==> config.mk <==
export PLATFORM = sky130hd
export DESIGN_NAME = video_cvbs_enc
export DESIGN_NICKNAME = d
export VERILOG_FILES = /design/src/rtl/video_cvbs_enc.sv
export SDC_FILE = /design/constraint.sdc
export NUM_CORES = 1
export LEC_CHECK = 0
export BUFFER_PORTS_ARGS = -buffer_cell sky130_fd_sc_hd__buf_2
export CORE_ASPECT_RATIO = 0.7
export CORE_UTILIZATION = 37
export DETAILED_ROUTE_END_ITERATION = 8
export GPL_TIMING_DRIVEN = 0
export PLACE_DENSITY_LB_ADDON = 0.1
export REMOVE_ABC_BUFFERS = 1
export SLEW_MARGIN = 20
export SYNTH_ARGS = -nofsm -noshare
export SYNTH_HDL_FRONTEND = slang
export SYNTH_SLANG_ARGS = --single-unit
==> constraint.sdc <==
create_clock -name CK_i -period 15.18 [get_ports CK_i]
set_input_delay 0.759 -clock CK_i [delete_from_list [all_inputs] [get_ports CK_i]]
set_output_delay 0.759 -clock CK_i [all_outputs]
set_load 0.05 [all_outputs]
==> src/rtl/video_cvbs_enc.sv <==
// video_cvbs_enc: 3-stage RGB-to-composite encoder (sync tip, blanking, burst, luma + modulated chroma).
// Optional VIDEO_CVBS_ENC_TESTBAR_EN adds an internal 8-colour vertical bar source.
module video_cvbs_enc #(
   parameter int C_SYNC_LV   = 16,
   parameter int C_BLANK_LV  = 72,
   parameter int C_BURST_AMP = 20
) (
   input  logic       CK_i,
   input  logic       XARST_i,
   input  logic       CK_EE_i,
   input  logic       RST_i,
   input  logic [2:0] RGB_i,
   input  logic       XBLK_i,
   input  logic       XSYNC_i,
   input  logic       COLOR_BAR_NOW_i,
   input  logic [2:0] CPHs_i,
`ifdef VIDEO_CVBS_ENC_TESTBAR_EN
   input  logic       TESTBAR_i,
   input  logic [9:0] HCTRs_i,
`endif
   output logic [7:0] CVBS_o
);
   typedef enum logic [1:0] {M_SYNC, M_BURST, M_BLANK, M_PIX} mode_t;

   localparam logic [9:0] SYNC_LV   = 10'(C_SYNC_LV);
   localparam logic [9:0] BLANK_LV  = 10'(C_BLANK_LV);
   localparam logic [6:0] BURST_AMP = 7'(C_BURST_AMP);

   mode_t              mode_d1, mode_n;
   logic [2:0]         rgb, cph_d1, hue_d1, hue_n, c_hue, ph;
   logic [7:0]         delta_d1, delta_n, c_delta, mag, sin_v;
   logic [6:0]         amp_d1, amp_n, c_amp;
   logic [9:0]         base_d2, base_n, sum;
   logic signed [13:0] prod;
   logic [7:0]         chroma_d2, chroma_n, cvbs_n;

`ifdef VIDEO_CVBS_ENC_TESTBAR_EN
   logic [2:0] bar;
   always_comb begin
      bar = 3'(HCTRs_i / 10'd80);
      // bar b shows colour ~{b[1],b[2],b[0]}, i.e. 7,6,3,2,5,4,1,0
      rgb = !TESTBAR_i ? RGB_i : HCTRs_i < 10'd640 ? ~{bar[1], bar[2], bar[0]} : 3'd0;
   end
`else
   assign rgb = RGB_i;
`endif

   always_comb begin
      {c_delta, c_amp, c_hue} = '0;
      case (rgb)
         3'd1:    {c_delta, c_amp, c_hue} = {8'd15,  7'd44, 3'd0};
         3'd2:    {c_delta, c_amp, c_hue} = {8'd75,  7'd58, 3'd5};
         3'd3:    {c_delta, c_amp, c_hue} = {8'd90,  7'd62, 3'd6};
         3'd4:    {c_delta, c_amp, c_hue} = {8'd38,  7'd62, 3'd2};
         3'd5:    {c_delta, c_amp, c_hue} = {8'd53,  7'd58, 3'd1};
         3'd6:    {c_delta, c_amp, c_hue} = {8'd113, 7'd44, 3'd4};
         3'd7:    {c_delta, c_amp, c_hue} = {8'd128, 7'd0,  3'd0};
         default: {c_delta, c_amp, c_hue} = '0;
      endcase
   end

   always_comb begin
      mode_n   = RST_i ? M_BLANK : !XSYNC_i ? M_SYNC : COLOR_BAR_NOW_i ? M_BURST : !XBLK_i ? M_BLANK : M_PIX;
      hue_n    = RST_i ? 3'd0 : mode_n == M_BURST ? 3'd4 : c_hue;
      amp_n    = mode_n == M_BURST ? BURST_AMP : mode_n == M_PIX ? c_amp : 7'd0;
      delta_n  = mode_n == M_PIX ? c_delta : 8'd0;
      ph       = cph_d1 + hue_d1;
      // sine magnitude by quarter position, sign from the half-cycle bit
      mag      = ph[1:0] == 2'd0 ? 8'd0 : ph[1:0] == 2'd2 ? 8'd64 : 8'd45;
      sin_v    = ph[2] ? -mag : mag;
      prod     = $signed({7'd0, amp_d1}) * $signed({{6{sin_v[7]}}, sin_v});
      chroma_n = RST_i ? 8'd0 : 8'(prod >>> 6);
      base_n   = RST_i || mode_d1 == M_BLANK || mode_d1 == M_BURST ? BLANK_LV :
                 mode_d1 == M_SYNC ? SYNC_LV : BLANK_LV + {2'd0, delta_d1};
      sum      = base_d2 + {{2{chroma_d2[7]}}, chroma_d2};
      cvbs_n   = RST_i ? BLANK_LV[7:0] : sum[9] ? 8'd0 : sum[8] ? 8'd255 : sum[7:0];
   end

   always_ff @(posedge CK_i or negedge XARST_i)
      if (!XARST_i) begin
         mode_d1   <= M_BLANK;
         cph_d1    <= 3'd0;
         hue_d1    <= 3'd0;
         amp_d1    <= 7'd0;
         delta_d1  <= 8'd0;
         base_d2   <= BLANK_LV;
         chroma_d2 <= 8'd0;
         CVBS_o    <= BLANK_LV[7:0];
      end else if (CK_EE_i) begin
         mode_d1   <= mode_n;
         cph_d1    <= RST_i ? 3'd0 : CPHs_i;
         hue_d1    <= hue_n;
         amp_d1    <= amp_n;
         delta_d1  <= delta_n;
         base_d2   <= base_n;
         chroma_d2 <= chroma_n;
         CVBS_o    <= cvbs_n;
      end
endmodule
==> key figures, run 1 <==
Run status
  – Outcome: completed

STA
  – Setup violations, final: 0
  – Unrepaired setup endpoints after global routing: no
  – Final hold viol count: 0
  – Tightest Pin Transition: between 0.7 and 0.8 ns
  – Tmin final: roughly 5.7 ns
  – Peak Freq: roughly 170 MHz
  – Skew final: 0.008482 ns
  – Setup TNS: 0 ns
  – Slew margin rel.: 0.4640
  – Max Slew Vio Count: 0
  – Fin crit share: 0.3779

Worst setup path
  – CP Cell Sequence: ha_1 > inv_1 > fa_1 > xnor2_2 > xor2_1 > nor2_1 > a21oi_1 > nand2_1 > fa_1 > inv_1 > ha_1 > inv_1 > fa_1 > fa_1 > inv_1 > ha_1 > nand2_1 > o31ai_2 > a211oi_1 > or4b_1 > a31oi_1
  – Critical Path AT: approximately 5.9 ns
  – Critical path depth in cells: 21
  – Worst R2R Path Depth: 21
  – Critical-path maximum fanout: 7
  – Worst r2r src: hue_d1[0]
  – Delay-heaviest family, CP: adder cells
  – Crit Reg-Reg Endpoint: chroma_d2[6]
  – R2R Setup Slk: ~9.4 ns
  – Crit path capture type: flip-flop
  – Crit path kind: reg2reg
  – Nature of the critical path startpoint: flip-flop
  – CP Buf/Inv Count: 4
  – Slowest CP cell: fa_1
  – Data required time at the worst endpoint: ~15 ns
  – Worst stage delay on the critical path: 0.54 ns

Worst hold path
  – Hold Crit Class: in2async

Synth
  – #FFs+latches synth: 45
  – Synth cell types: 58
  – Post-Syn Area: 3752 um2
  – Warnings from Yosys: 0
  – Register area share after synthesis: 0.3018
  – Most area-hungry cell type in the Yosys netlist: dfrtp_1
  – Share of the synthesized area in the top cell type: 0.2668
  – Ys flop type: dfrtp_1
  – Number of enable flip-flop cells after synthesis: 0
  – Top cells by area, synth: dfrtp_1 27%, ha_1 16%, fa_1 11%, inv_1 6.2%, dfstp_2 3.5%
  – Mapped Cells: between 300 and 400
  – Share of flip-flops with an asynchronous set or reset: 1.000
  – Avg Inst Size Synth: 9.696 um2

Global routing
  – GRT met2 Usage: 0.2125
  – Met1 Usage GRT: 0.2697
  – Largest net degree at the start of global routing: 46
  – Initial antenna violation count: 0
  – First-pass GRT wire length: 13250 um
  – Total global routing overflow: 0
  – Total GRT Usage: 0.1656
  – Met3 GRT Util: 0.03421
  – Busiest grt layer: met1
  – Vias in the first global route: between 2000 and 3000

CTS
  – CTS Hold Bufs: 0
  – Num CTS Buffers: 5
  – Clock Sinks: 45
  – Worst skew pair latency: approximately 0.30 ns
  – TritonCTS clock tree: yes
  – Root buffer cell: clkbuf_16
  – Htree depth: 2
  – PostCTS Resize Cnt: 0
  – Post-CTS Setup Repair Bufs: 0
  – Clock transition at path regs: approximately 0.07 ns
  – Clk buf depth: 2

Cells and area
  – Area growth, synth to finish: 10.50%
  – Layout Nets: between 400 and 500
  – Fraction of layout cells with a size suffix above 1: 0.1299
  – Finished Core Util: 0.4249
  – Antenna Cells: 0

Floorplanning
  – Core Region: about 9800 um2
  – Num rows: 30
  – Die ar.: between 10000 and 15000 um2
  – I/O pin total: 21
  – Initial Utilization: 0.3845
  – Die width: 122.4 um
  – Die H: 86.26 um

Place
  – Buffers on Ports: 20
  – Hpwl dp: around 6200 um
  – RePlAce Congestion: 0.8182

Route
  – Vias: 2710
  – Initial drt markers: roughly 120
  – DRC Markers: 0
  – Via/cell ratio: around 5.1
  – First-pass DRT Iterations: 4
  – Post-Route WL: 7898 um
  – DRT antenna net count: 0
  – Routed WL per cell: approximately 15 um

Power
  – Overall power: roughly 0.39 mW
  – Maximum VDD drop: around 0.000045 V
  – Pwr per Cell Area: around 93 nW/um2
  – Leak pwr: 2.135 nW

Flow run
  – Max-cap violations: 0
==> flip-flops by register name (all words and copies together) (netlist names) <==
name / flops
hue_d1: 3
cph_d1: 3
delta_d1: 8
CVBS_o: 8
base_d2: 9
mode_d1: 2
chroma_d2: 8
amp_d1: 4
==> cell usage in the layout, fill, tap and decap left out, types with 7 or more instances in the layout <==
cell,count
a21oi_1,22
a22o_1,10
buf_2,19
dfrtp_1,40
fa_1,20
ha_1,48
inv_1,62
nand2_1,20
nand3_1,8
nor2_1,29
o21ai_0,15
o2bb2ai_1,7
xnor2_1,10
xor2_1,9
==> area by class of cell <==
type                            count  area, um2
Sequential cell                    45       1132
Clock buffer                        6      138.9
Timing Repair Buffer               20      102.6
Tap cell                          128      160.2
Clock inverter                      2      37.54
Fill cell                         972       5613
Multi-Input combinational cell    272       2338
Inverter                           63      236.5
==> worst max-delay path by stage <==
| stage | start | end | slack, ns |
|---|---|---|---|
| CTS | hue_d1[0] | chroma_d2[4] | 9.46 |
| detailed placement | hue_d1[0] | chroma_d2[4] | 9.49 |
| finish | hue_d1[0] | chroma_d2[6] | 9.44 |
| floorplan | hue_d1[0] | chroma_d2[4] | 10.04 |
| global placement | hue_d1[0] | chroma_d2[4] | 9.51 |
| global route | hue_d1[0] | chroma_d2[4] | 9.08 |
==> power by group <==
part           switching [mW]  internal, mW
clock                  0.0497        0.0822
combinational          0.0745        0.0413
sequential            0.00702         0.132
total                   0.131         0.255
==> synthesized netlist by cell type, types with 3 or more instances <==
library cell and n:
ha_1 48, a22o_1 10, nand3_1 8, a21oi_1 22, o2bb2ai_1 7, dfstp_2 5
clkbuf_1 4, o22ai_1 4, inv_1 62, a211oi_2 3, xor2_1 9, nor2b_1 6
nor3_1 4, nor2_1 29, and2_1 4, xnor2_1 10, nand2_1 20, fa_1 20
mux2_2 3, o21a_1 3, o21ai_0 15, a21o_1 4, dfrtp_1 40
==> kinds of logic after synthesis <==
family,Yosys count,synth area share
xor gates and xnor gates,21,0.05302
DFF,45,0.3018
AOI/OAI and AO/OA,93,0.1827
and+or+nand+nor,87,0.1117
muxes,3,0.009002
adders and majority gates,68,0.2668
buffers and inverters,70,0.07502
==> per-layer routing <==
layer | vias to the layer above | share of wire
li1 | 1367 | -
met1 | 1289 | 0.59
met2 | 46 | 0.36
met3 | 8 | 0.041
met4 | 0 | 0.011
met5 | - | 0
==> metrics by stage <==
step                worst slack (ns)  hold WS [ns]  instances  area [um2]
finish                         9.443        0.4521        536        4146
global route                   9.077        0.5165        536        4146
CTS                            9.460        0.4896        536        4144
detailed placement             9.487        0.4766        528        3968
global placement               9.512        0.4801        528        3968
floorplan                      10.04        0.4505        380        3707
Power figures use the tool's default switching activity.
==> inputs of run 2 (changes only) <==
- clock period: 15.18 -> 4.95 ns (I/O delays scaled with it)
==> run 2 against run 1 <==
  * The run now ends with hold timing, setup timing left
  * Sequential cell count is the same
  * Clock power grew to 3.1 times the previous value
  * Hold slack lost 0.51 ns
  * Utilization grew 3.4 points
  * Cell count grew 2.8%
  * Count of clock-buffer cells in the layout is the same
  * Wire length grew 5.0%
  * Non-clock buffer count grew 15
  * Largest cell class unchanged
==> key figures, run 2 (same netlist as run 1, synthesis figures left out) <==
Floorplanning
  – Die ar.: 10550 um2 (unchanged)
  – I/O pin total: 21 (unchanged)
  – Core Region: 9759 um2 (unchanged)
  – Initial Utilization: 0.3845 (unchanged)
  – Num rows: 30 (unchanged)
  – Die width: 122.4 um (unchanged)
  – Die H: 86.26 um (unchanged)

CTS
  – Worst skew pair latency: 0.30 ns (about the same)
  – Num CTS Buffers: 5 (unchanged)
  – Clk buf depth: 2 (unchanged)
  – Root buffer cell: clkbuf_16 (unchanged)
  – Clock transition at path regs: 0.07 ns (about the same)
  – Htree depth: 2 (unchanged)
  – TritonCTS clock tree: yes (unchanged)
  – Clock Sinks: 45 (unchanged)
  – CTS Hold Bufs: 0 (unchanged)

Worst setup path
  – Data required time at the worst endpoint: 5.13 ns (was 15.39 ns)
  – Worst R2R Path Depth: 20 (was 21)
  – Worst r2r src: hue_d1[0] (unchanged)
  – Nature of the critical path startpoint: flip-flop (unchanged)
  – R2R Setup Slk: -0.12 ns (was 9.44 ns)
  – Crit Reg-Reg Endpoint: chroma_d2[5] (was chroma_d2[6])
  – Crit path capture type: flip-flop (unchanged)
  – Crit path kind: reg2reg (unchanged)
  – Critical-path maximum fanout: 5 (was 7)
  – Critical Path AT: 5.25 ns (was 5.94 ns)

Power
  – Power share of the clock group: 0.321 (was 0.341)
  – Switching power: 0.4342 mW (was 0.1312 mW)
  – Maximum VDD drop: 0.0001379 V (was 0.00004486 V)
  – Comb power frac: 0.341 (was 0.300)
  – Int Pwr: 0.8292 mW (was 0.2553 mW)
  – Leak pwr: 2.195 nW (was 2.135 nW)
  – Net Sw Frac: 0.3437 (was 0.3394)
  – Register share of total power: 0.338 (was 0.359)
  – Pwr per Cell Area: 282.4 nW/um2 (was 93.20 nW/um2)

Cells and area
  – Biggest register: base_d2 (unchanged)
  – Antenna Cells: 0 (unchanged)
  – Most common cell after layout, fill and taps aside: inv_1 (unchanged)
  – Layout Nets: 503 (was 488)
  – Fraction of layout cells with a size suffix above 1: 0.2553 (was 0.1299)
  – Final instance count without filler cells: 551 (was 536)
  – Max reg flops: 9 (unchanged)
  – Fill cell count: 951 (was 972)
  – Most frequent cells in the layout: 52 x inv_1, 40 x dfrtp_1, 40 x ha_1 (was 62 x inv_1, 48 x ha_1, 40 x dfrtp_1)
  – Area growth, synth to finish: 19.24% (was 10.50%)

Place
  – Hpwl dp: 6183 um (unchanged)
  – RePlAce Congestion: 0.8182 (unchanged)
  – Buffers on Ports: 20 (unchanged)
  – Dpl cells: 528 (unchanged)

STA
  – Max Slew Vio Count: 0 (unchanged)
  – Fin crit share: 1.024 (was 0.3779)
  – Tightest Pin Transition: 0.7931 ns (was 0.7990 ns)
  – Setup violations, final: 4 (was 0)
  – Hold_ws: -0.05985 ns (was 0.4521 ns)
  – Final hold viol count: 40 (was 0)
  – Unrepaired setup endpoints after global routing: yes (was no)
  – Final worst setup slack: -0.1210 ns (was 9.443 ns)
  – Tmin final: 5.071 ns (was 5.737 ns)
  – Setup TNS: -0.3566 ns (was 0 ns)
  – Peak Freq: 197.2 MHz (was 174.3 MHz)
  – Skew final: 0.008492 ns (was 0.008482 ns)
  – Slew margin rel.: 0.4680 (was 0.4640)

Route
  – Initial drt markers: 113 (was 116)
  – Vias: 2777 (was 2710)
  – Post-Route WL: 8292 um (was 7898 um)
  – First-pass DRT Iterations: 4 (unchanged)
  – DRT antenna net count: 0 (unchanged)
  – Via/cell ratio: 5.040 (was 5.056)
  – Routed WL per cell: 15.05 um (was 14.74 um)
  – DRC Markers: 0 (unchanged)

Worst hold path
  – Hold Crit Class: in2async (unchanged)

Global routing
  – Initial antenna violation count: 0 (unchanged)
  – Total GRT Usage: 0.1713 (was 0.1656)
  – Total global routing overflow: 0 (unchanged)
  – Largest net degree at the start of global routing: 46 (unchanged)
  – Vias in the first global route: 2658 (was 2557)
  – First-pass GRT wire length: 13700 um (was 13250 um)

Flow run
  – Max-cap violations: 0 (unchanged)

Run status
  – Violated checks: hold timing, setup timing
  – Outcome: finished, violations left (was completed)
[run 2: changes by cell type in the layout (fill, tap and decap cells not counted), sizes merged]
| cell | before | now |
|---|---|---|
| buf | 20 | 35 |
[run 2: cell type report]
type                            count  area, um2  area share
Clock buffer                        6      138.9     0.03104
Inverter                           63      236.5     0.05285
Tap cell                          128      160.2     0.03579
Timing Repair Buffer               35      215.2     0.04810
Multi-Input combinational cell    272       2554      0.5707
Sequential cell                    45       1132      0.2531
Clock inverter                      2      37.54    0.008389
[run 2: worst max path at each step]
stage | startpoint | end | slack [ns] | cells after the start
floorplan | hue_d1[0] | chroma_d2[4] | -0.19 | 22
global placement | hue_d1[0] | chroma_d2[4] | -0.72 | 22
detailed placement | hue_d1[0] | chroma_d2[4] | -0.74 | 22
CTS | hue_d1[0] | chroma_d2[6] | -0.24 | 21
global route | hue_d1[0] | chroma_d2[5] | -0.34 | 20
finish | hue_d1[0] | chroma_d2[5] | -0.12 | 20
[run 2: power groups by stage]
stage / clock network (mW) / logic [mW] / registers [mW]
after floorplan: 0 / 0.221 / 0.475
after global placement: 0 / 0.356 / 0.432
after detailed placement: 0 / 0.355 / 0.432
after CTS: 0.413 / 0.395 / 0.427
after global routing: 0.425 / 0.478 / 0.432
final: 0.406 / 0.431 / 0.427
[run 2: what timing repair did]
action	CTS	global route
gates resized for setup	24	24
endpoints found under the setup margin	7	6
buffers inserted	7	9
pin swaps	23	29
[run 2: layer usage]
layer,vias up,track usage,routed length (um)
met5,-,0,0
met2,42,0.2288,3193
met1,1335,0.2728,4745
met4,0,0.04656,89
li1,1392,-,-
met3,8,0.03421,265
[run 2: stage by stage]
| stage | setup slack (ns) | utilization | area [um2] | total power, mW | hold slack (ns) |
|---|---|---|---|---|---|
| detailed placement | -0.7427 | 0.4065 | 3968 | 0.7868 | 0.4766 |
| global route | -0.3423 | 0.4585 | 4474 | 1.335 | 0.008426 |
| floorplan | -0.1947 | - | 3707 | 0.6961 | -0.04809 |
| finish | -0.1210 | 0.4585 | 4474 | 1.263 | -0.05985 |
| global placement | -0.7178 | 0.4065 | 3968 | 0.7875 | 0.4801 |
| CTS | -0.2371 | 0.4423 | 4317 | 1.235 | 0.1809 |
[run 2: critical path, cell delays in order, from the launching register on]
cell and delay (ns):
dfrtp_1 0.36, ha_2 0.17, inv_2 0.03, fa_2 0.37
xnor2_4 0.15, buf_4 0.15, xnor2_2 0.14, a21o_4 0.20
buf_4 0.13, or2_2 0.28, fa_1 0.50, inv_1 0.05
fa_1 0.50, fa_1 0.61, ha_4 0.23, ha_4 0.26
o2111ai_2 0.08, nand4b_1 0.19, buf_4 0.20, xor2_2 0.13
a22o_1 0.20
